## src/rtl/pipe_pkg.sv

```systemverilog
// Shared definitions for the pipeline-stage register slice.
//   occ_state_e    : occupancy state of a pipe_skid_reg (0/1/2 entries held)
//   CTRL_W_DEF     : default control payload width
//   DATA_W_DEF     : default data payload width
//   CTRL_*         : bit positions of the EX/MEM control signals in the ctrl field
package pipe_pkg;

  typedef enum logic [1:0] {
    ST_EMPTY = 2'd0,
    ST_HALF  = 2'd1,
    ST_FULL  = 2'd2
  } occ_state_e;

  localparam int CTRL_W_DEF = 8;
  localparam int DATA_W_DEF = 107;

  localparam int CTRL_REG_WRITE  = 0;
  localparam int CTRL_MEM_TO_REG = 1;
  localparam int CTRL_BRANCH     = 2;
  localparam int CTRL_MEM_READ   = 3;
  localparam int CTRL_MEM_WRITE  = 4;

endpackage

```

## src/rtl/pipe_slot.sv

```systemverilog
// One payload register with synchronous clear and load enables.
//   clk_i, rst_i : clock, synchronous active-high reset (clears to 0)
//   clr_i        : zero the register (wins over ld_i)
//   ld_i         : capture d_i
//   d_i / q_o    : payload in / registered payload out
module pipe_slot #(
  parameter int W = 8
) (
  input  logic         clk_i,
  input  logic         rst_i,
  input  logic         clr_i,
  input  logic         ld_i,
  input  logic [W-1:0] d_i,
  output logic [W-1:0] q_o
);

  logic [W-1:0] q_q;
  logic [W-1:0] q_d;

  always_comb begin
    q_d = q_q;
    if (clr_i) begin
      q_d = '0;
    end else if (ld_i) begin
      q_d = d_i;
    end
  end

  always_ff @(posedge clk_i) begin
    if (rst_i) begin
      q_q <= '0;
    end else begin
      q_q <= q_d;
    end
  end

  assign q_o = q_q;

endmodule

```

## src/rtl/pipe_skid_reg.sv

```systemverilog
// Pipeline-stage register with a 2-entry skid buffer, valid/ready on both
// sides, synchronous flush and a saturating stall counter.
//   clk_i, rst_i              : clock, synchronous active-high reset
//   flush_i                   : drop every held entry
//   in_valid_i / in_ready_o   : upstream handshake (ready is registered)
//   in_ctrl_i, in_data_i      : upstream payload
//   out_valid_o / out_ready_i : downstream handshake
//   out_ctrl_o, out_data_o    : main entry payload, zero when not valid
//   occ_o                     : entries held (0/1/2)
//   stall_cnt_o               : saturating count of valid-but-not-ready cycles
module pipe_skid_reg
  import pipe_pkg::*;
#(
  parameter int CTRL_W = CTRL_W_DEF,
  parameter int DATA_W = DATA_W_DEF,
  parameter int CNT_W  = 16
) (
  input  logic              clk_i,
  input  logic              rst_i,
  input  logic              flush_i,
  input  logic              in_valid_i,
  output logic              in_ready_o,
  input  logic [CTRL_W-1:0] in_ctrl_i,
  input  logic [DATA_W-1:0] in_data_i,
  output logic              out_valid_o,
  input  logic              out_ready_i,
  output logic [CTRL_W-1:0] out_ctrl_o,
  output logic [DATA_W-1:0] out_data_o,
  output logic [1:0]        occ_o,
  output logic [CNT_W-1:0]  stall_cnt_o
);

  localparam int PW = CTRL_W + DATA_W;

  occ_state_e state_q, state_d;
  logic [CNT_W-1:0] cnt_q, cnt_d;

  logic in_fire, out_fire;
  logic main_ld, main_clr, skid_ld, skid_clr, main_from_skid;
  logic [PW-1:0] in_pl, main_din, main_q, skid_q;

  assign in_pl    = {in_ctrl_i, in_data_i};
  assign in_fire  = in_valid_i & in_ready_o;
  assign out_fire = out_valid_o & out_ready_i;

  // State register
  always_ff @(posedge clk_i) begin
    if (rst_i) begin
      state_q <= ST_EMPTY;
      cnt_q   <= '0;
    end else begin
      state_q <= state_d;
      cnt_q   <= cnt_d;
    end
  end

  // Next-state logic; flush overrides every transition
  always_comb begin
    state_d = state_q;
    if (flush_i) begin
      state_d = ST_EMPTY;
    end else begin
      case (state_q)
        ST_EMPTY: if (in_fire) state_d = ST_HALF;
        ST_HALF: begin
          if (out_fire && !in_fire)      state_d = ST_EMPTY;
          else if (in_fire && !out_fire) state_d = ST_FULL;
        end
        ST_FULL:  if (out_fire) state_d = ST_HALF;
        default:  state_d = ST_EMPTY;
      endcase
    end
  end

  // Output / datapath control
  always_comb begin
    main_ld        = 1'b0;
    main_clr       = 1'b0;
    skid_ld        = 1'b0;
    skid_clr       = 1'b0;
    main_from_skid = 1'b0;
    if (flush_i) begin
      main_clr = 1'b1;
      skid_clr = 1'b1;
    end else begin
      case (state_q)
        ST_EMPTY: main_ld = in_fire;
        ST_HALF: begin
          if (in_fire && out_fire) main_ld  = 1'b1;
          else if (out_fire)       main_clr = 1'b1;
          else if (in_fire)        skid_ld  = 1'b1;
        end
        ST_FULL: begin
          if (out_fire) begin
            main_ld        = 1'b1;
            main_from_skid = 1'b1;
            skid_clr       = 1'b1;
          end
        end
        default: begin
          main_clr = 1'b1;
          skid_clr = 1'b1;
        end
      endcase
    end
  end

  assign main_din = main_from_skid ? skid_q : in_pl;

  // Stall counter: saturates, cleared only by reset
  always_comb begin
    cnt_d = cnt_q;
    if (out_valid_o && !out_ready_i && !flush_i && (cnt_q != '1)) begin
      cnt_d = cnt_q + CNT_W'(1);
    end
  end

  pipe_slot #(.W(PW)) u_main (
    .clk_i (clk_i),
    .rst_i (rst_i),
    .clr_i (main_clr),
    .ld_i  (main_ld),
    .d_i   (main_din),
    .q_o   (main_q)
  );

  pipe_slot #(.W(PW)) u_skid (
    .clk_i (clk_i),
    .rst_i (rst_i),
    .clr_i (skid_clr),
    .ld_i  (skid_ld),
    .d_i   (in_pl),
    .q_o   (skid_q)
  );

  // Main slot is zeroed whenever the stage is empty, so bubbles read as 0
  assign in_ready_o  = (state_q != ST_FULL);
  assign out_valid_o = (state_q != ST_EMPTY);
  assign occ_o       = state_q;
  assign out_ctrl_o  = main_q[PW-1:DATA_W];
  assign out_data_o  = main_q[DATA_W-1:0];
  assign stall_cnt_o = cnt_q;

endmodule

```

## config.mk

```make
export PLATFORM = sky130hd
export DESIGN_NAME = pipe_skid_reg
export DESIGN_NICKNAME = d
export VERILOG_FILES = /design/src/rtl/pipe_pkg.sv /design/src/rtl/pipe_slot.sv /design/src/rtl/pipe_skid_reg.sv
export SDC_FILE = /design/constraint.sdc
export NUM_CORES = 1
export LEC_CHECK = 0
export CAP_MARGIN = 30
export CORE_ASPECT_RATIO = 1.5
export CORE_UTILIZATION = 58
export CTS_BUF_LIST = sky130_fd_sc_hd__clkbuf_8 sky130_fd_sc_hd__clkbuf_16
export DETAILED_ROUTE_END_ITERATION = 8
export DONT_BUFFER_PORTS = 1
export PLACE_DENSITY = 0.74
export SYNTH_ARGS = -nofsm -noshare
export SYNTH_HDL_FRONTEND = slang
export SYNTH_SLANG_ARGS = --single-unit
```

## constraint.sdc

```tcl
create_clock -name clk_i -period 5.2 [get_ports clk_i]
set_input_delay 0.52 -clock clk_i [delete_from_list [all_inputs] [get_ports clk_i]]
set_output_delay 0.52 -clock clk_i [all_outputs]
set_load 0.05 [all_outputs]
```

# After elaboration in Yosys (flattened, before gate mapping)
# Index checks and enable logic that the tools add are counted.
[op_classes] add_sub_neg=1 n_eq_ne=7 mux=22 n_bitwise=2 n_reduce_logical=18
[op_table] operator="2-to-1 mux 115 bit" count=1
[op_table] operator="adder 16 x 1 -> 16 bit, second input constant" count=1
[op_table] operator="!= test 16 bit, second input constant" count=1
[op_table] operator="2-to-1 mux 1 bit" count=13
[op_table] operator="OR reduction 2 bit" count=5
[op_table] operator="2-to-1 mux 2 bit" count=4
[op_table] operator="logical AND 1 bit" count=6
[op_table] operator="!= test 2 bit, second input constant" count=3
[op_table] operator="one-hot mux 2 bit (3 select lines)" count=1
[op_table] operator="logical NOT 1 bit" count=4
[op_table] operator="one-hot mux 1 bit (2 select lines)" count=2
[op_table] operator="!= test 3 bit, second input constant" count=1
[op_table] operator="one-hot mux 1 bit (3 select lines)" count=1
[op_table] operator="AND reduction 3 bit" count=1
[op_table] operator="bitwise AND 1 bit" count=2
[op_table] operator="== test 2 x 1 -> 1 bit, second input constant" count=1
[op_table] operator="== test 2 bit, second input constant" count=1
[op_table] operator="logical NOT 2 bit" count=1
[op_table] operator="nonzero test 2 bit" count=1
[totals] reg_bits=248 input_bits=120 out_inout_bits=135 wordCells=54

# Depth between registers and ports, before layout
[logic_depth] ltp_word=7 depth_mapped=12 mapped_depth_nobuf=8

# Modules after synthesis
# Synthesis repeated with hierarchy kept, for this count alone.
[hier_totals] cells_unflattened=1008 area_unflattened_um2=10652.7
[modules_own_cells] module="pipe_slot" n_inst=2 cells_per_inst=372 area_each_um2=4095.2 seq_area_each_um2=2302.2
[modules_own_cells] module="pipe_skid_reg" n_inst=1 cells_per_inst=264 area_each_um2=2462.4 seq_area_each_um2=360.3

# Worst setup path after synthesis
# No wires, ideal clock.
[synth_path] kind="flip-flop to flip-flop" from="register state_q[1] (netlist: occ_o[1])" to="register u_main.q_q[60] (netlist: u_main.q_o[60])" setup_ns=0.078 arrival_ns=2.820 required_time_ns=5.122 path_slack_ns=2.302 stages_incl_launch_ff=12 n_path_buf=4 period_less_slack_ns=2.898 path_cell_list="dfxtp_1 > buf_4 > or2_2 > clkbuf_2 > and2_1 > ha_1 > mux2i_1 > a2bb2oi_2 > buf_4 > clkbuf_1 > a2111oi_0 > nor3_1"
[synth_between] elab_chain_len=7 elab_cells_between_ends=20 classes_between="eq/ne: 3; mux: 10; bitwise: 2; reduce/logical: 5"
[synth_rtl] item="start, declared" line_no="pipe_skid_reg.sv:35" rtl="occ_state_e state_q, state_d;"
[synth_rtl] item="start signal, assigned" line_no="pipe_skid_reg.sv:52" rtl="state_q <= state_d;"
[synth_rtl] item="nonzero test 2 bit *" line_no="pipe_skid_reg.sv:138" rtl="assign out_valid_o = (state_q != ST_EMPTY);"
[synth_rtl] item="via out_valid_o" line_no="pipe_skid_reg.sv:25" rtl="output logic out_valid_o,"
[synth_rtl] item="bitwise AND 1 bit *" line_no="pipe_skid_reg.sv:44" rtl="assign out_fire = out_valid_o & out_ready_i;"
[synth_rtl] item="2-to-1 mux 1 bit / logical AND 1 bit (equally long branches)" line_no="pipe_skid_reg.sv:90, pipe_skid_reg.sv:94, pipe_skid_reg.sv:89"
[synth_rtl] item="2-to-1 mux 1 bit" line_no="pipe_skid_reg.sv:89" rtl="if (in_fire && out_fire) main_ld = 1'b1;"
[synth_rtl] item="one-hot mux 1 bit (2 select lines)" line_no="pipe_skid_reg.sv:86" rtl="case (state_q)"
[synth_rtl] item="2-to-1 mux 1 bit" line_no="pipe_skid_reg.sv:82" rtl="if (flush_i) begin"
[synth_rtl] item="OR reduction 2 bit (no line)"
[synth_rtl] item="end signal, assigned" line_no="pipe_slot.sv:33" rtl="q_q <= q_d;"
[synth_rtl] item="end, declared" line_no="pipe_slot.sv:17" rtl="logic [W-1:0] q_q;"
# Mark *: on every way through the listed nets, which the timed path passes. The rest lies on a longest branch.
# A chain may end at the register's enable or synchronous reset.

# Final worst setup path
[layout_path] from="register state_q[0] (netlist: occ_o[0])" to="register u_skid.q_q[78] (netlist: u_skid.q_o[78])"
[layout_between] elab_cells_between_ends=18 classes_between="eq/ne: 3; mux: 8; bitwise: 2; reduce/logical: 5"
[layout_rtl] item="nonzero test 2 bit *" line_no="pipe_skid_reg.sv:138"
[layout_rtl] item="via out_valid_o" line_no="pipe_skid_reg.sv:25"
[layout_rtl] item="bitwise AND 1 bit *" line_no="pipe_skid_reg.sv:44"
[layout_rtl] item="2-to-1 mux 1 bit, or another cell as far along" line_no="pipe_skid_reg.sv:94" rtl="if (out_fire) begin"
[layout_rtl] item="one-hot mux 1 bit (2 select lines) / 2-to-1 mux 1 bit (equally long branches)" line_no="pipe_skid_reg.sv:86, pipe_skid_reg.sv:89"
[layout_rtl] item="2-to-1 mux 1 bit (on tied branches)" line_no="pipe_skid_reg.sv:82, pipe_skid_reg.sv:86"
[layout_rtl] item="OR reduction 2 bit (no line) / 2-to-1 mux 1 bit (equally long branches)"
[layout_rtl] item="end signal, assigned" line_no="pipe_slot.sv:33"
[layout_rtl] item="end, declared" line_no="pipe_slot.sv:17"
# Marked as above.

==> run summary <==
Power Internal -> 2.95 mW
Via count -> 9167
Routability cong. -> 0.796
DR WL/cell -> 19.5 um
Clock Power Share -> 0.407
TritonCTS Buffers -> 23
Area of the mapped netlist -> 10700 sq um
Initial antenna violation count -> 0
CP peak stage delay -> 0.86 ns
GR Overflow Total -> 0
Slowest cell on the critical path -> dfxtp_1
Most common cell on crit path -> buf_4
Initial Util -> 0.594
P&R area growth vs syn -> 5.88%
Final setup viols -> 0
#FFs+latches synth -> 248
Startpoint types -> register
Fin crit share -> 0.713
Die width -> 113 um
Dpl cells -> 1400
Register area share after synthesis -> 0.464
Worst-skew pair later-pin latency -> 0.50 ns
Max-Cap Viols -> 0
H-Tree Depth -> 1
Maximum number of pins on one net before global-route repair -> 135
Arrival time at the worst endpoint -> 4.13 ns
Min-Delay Path Class -> input pin to register
CTS root buf -> clkbuf_16
Commonest non-fill, non-tap cell in the layout -> dfxtp_1
Core ar. -> 18000 sq um
Drt pass-1 iters -> 7
Post-CTS Resized -> 0
Pwr/cell area -> 349 nW/um^2
Crit. End Element -> register
Avg Cell Area, Syn -> 8.25 sq um
Sum Neg Setup Slack -> 0 ns
RSZ-0062 raised after global routing -> no
Post-CTS setup buffers -> 0
Starting DRT DRC Count -> 737
Maximum VDD drop -> 319 uV
Vias in the first global route -> 8407
Worst-path cell chain -> or2_2 -> and2_1 -> inv_1 -> ha_1 -> nand4b_1 -> buf_4 -> buf_4 -> nand2_1 -> a21oi_1
Post-synth top flop -> dfxtp_1
Fmax -> 270 MHz
CTS tree -> built
Post-Synthesis Cells -> 1297
Antenna diodes -> 0
Synth warn -> 0
Drt drc -> 0
Hpwl dp -> 15.9 mm
Final-report hold violation count -> 0
Delay-heaviest family, CP -> buffers and inverters
NetSw -> 0.998 mW
I/O Pins -> 255
Async S/R FF share, synth -> 0
CTS Buffer Depth -> 3
Buffers on Ports -> 0
Mapped Nets -> 1422
Final min period -> 3.71 ns
Static leakage -> 3.46 nW
Worst slew pin tran -> 0.896 ns
Tot GR Track Use -> 0.282
Fin. max-slew vios -> 0
Hold-fix buffers, CTS -> 0
Non-Filler Instances -> 1435
Status -> finished clean
Die Span Y -> 168 um
Critical Setup Path Class -> register to register
Clock sinks -> 248
Final Net Count -> 1333
Layout fillers -> 1620
Post-Route WL -> 27.9 mm
Post-route antenna net violation count -> 0
Relative slew slack -> 0.401
Count of different cell masters after synthesis -> 43
Worst Path Buf+Inv -> 3
DR vias/cell -> 6.39
Clock Pin Slew Worst Setup and Hold Paths -> 0.06 ns
Crit path required time -> 5.62 ns
Sw Ratio -> 0.253
EDFF count, synth -> 0
Comb pwr share -> 0.067
First-pass GRT wire length -> 44.3 mm
Worst-path fanout max -> 64
Die area -> 19000 sq um
Register share of total power -> 0.526
Cell Rows -> 60
Most frequent cells in the layout -> dfxtp_1 (248), a21oi_1 (240), nand2_1 (234)
Share of layout cells above drive strength 1 -> 0.0575
Clock skew -> 0.00626 ns
[metrics by stage]
stage	setup slack (ns)	hold slack (ns)	util	area (sq um)	total power, mW
2_1_floorplan	2.30	0.434	-	10700	2.33
3_3_place_gp	1.64	0.439	0.589	10600	2.38
3_5_place_dp	1.55	0.444	0.590	10600	2.38
4_1_cts	1.53	0.0652	0.629	11300	3.98
5_1_grt	1.23	0.0665	0.629	11300	4.09
6_report	1.49	0.0843	0.629	11300	3.95
[final cells by class]
cell class                      instances  area, sq um  share of cell area
Sequential cell                       248         4960               0.438
Clock buffer                           25          603              0.0532
Tap cell                              217          272              0.0240
Clock inverter                         10         91.3             0.00806
Timing Repair Buffer                   17          223              0.0197
Multi-Input combinational cell        913         5160               0.455
Inverter                                5         20.0             0.00177
[kinds of logic (layout without fill, tap and decap cells)]
family                     Yosys count  in the layout  synth area share
and+or+nand+nor                    530            530             0.240
DFF                                248            248             0.464
AOI/OAI and AO/OA                  372            372             0.225
buffers and inverters              136             57            0.0591
muxes                                6              6           0.00619
adders and majority gates            5              5           0.00584
[per-layer routing]
| metal | vias up | wire length [um] | global-route usage |
|---|---|---|---|
| li1 | 4435 | - | - |
| met1 | 4351 | 11100 | 0.352 |
| met2 | 312 | 13300 | 0.457 |
| met3 | 69 | 2600 | 0.0878 |
| met4 | 0 | 960 | 0.102 |
| met5 | - | 0 | 0 |
[cells in the mapped netlist (3+ instances only)]
| master | number | share of area |
|---|---|---|
| nor2b_1 | 120 | 0.070 |
| and2_1 | 3 | 0.0018 |
| a2111oi_0 | 106 | 0.087 |
| buf_4 | 5 | 0.0035 |
| mux2_2 | 5 | 0.0053 |
| nand4_1 | 5 | 0.0029 |
| nand3_1 | 6 | 0.0028 |
| nor4_1 | 7 | 0.0041 |
| ha_1 | 5 | 0.0058 |
| a2111oi_2 | 10 | 0.014 |
| a21oi_1 | 240 | 0.11 |
| buf_2 | 25 | 0.012 |
| clkbuf_1 | 83 | 0.029 |
| nor3_1 | 122 | 0.057 |
| inv_1 | 4 | 0.0014 |
| buf_6 | 9 | 0.0095 |
| or4_1 | 4 | 0.0028 |
| dfxtp_1 | 248 | 0.46 |
| nor2_1 | 10 | 0.0035 |
| clkbuf_2 | 4 | 0.0019 |
| nand2_1 | 236 | 0.083 |
| o21ai_0 | 5 | 0.0023 |
| buf_1 | 5 | 0.0018 |
| o31ai_1 | 4 | 0.0028 |
[power groups by stage]
stage	logic [mW]	registers [mW]	clock network (mW)
2_1_floorplan	0.221	2.11	0
3_3_place_gp	0.258	2.12	0
3_5_place_dp	0.266	2.12	0
4_1_cts	0.267	2.08	1.64
5_1_grt	0.295	2.08	1.72
6_report	0.266	2.08	1.61
[state kept, by name, indices dropped and copies added (netlist names)]
| register | cells |
|---|---|
| occ_o | 2 |
| stall_cnt_o | 16 |
| u_main.q_o | 115 |
| u_skid.q_o | 115 |
[path summary, 6_finish.rpt]
| check | end | from | slack (ns) | depth (start not counted) |
|---|---|---|---|---|
| worst min register to register | u_skid.q_o[83] | u_skid.q_o[83] | 0.45 | 2 |
| worst max-delay path | u_skid.q_o[78] | occ_o[0] | 1.49 | 9 |
| worst min-delay path | stall_cnt_o[4] | rst_i | 0.08 | 1 |
| worst max register to register | u_skid.q_o[78] | occ_o[0] | 1.49 | 9 |
Power figures use the tool's default switching activity.
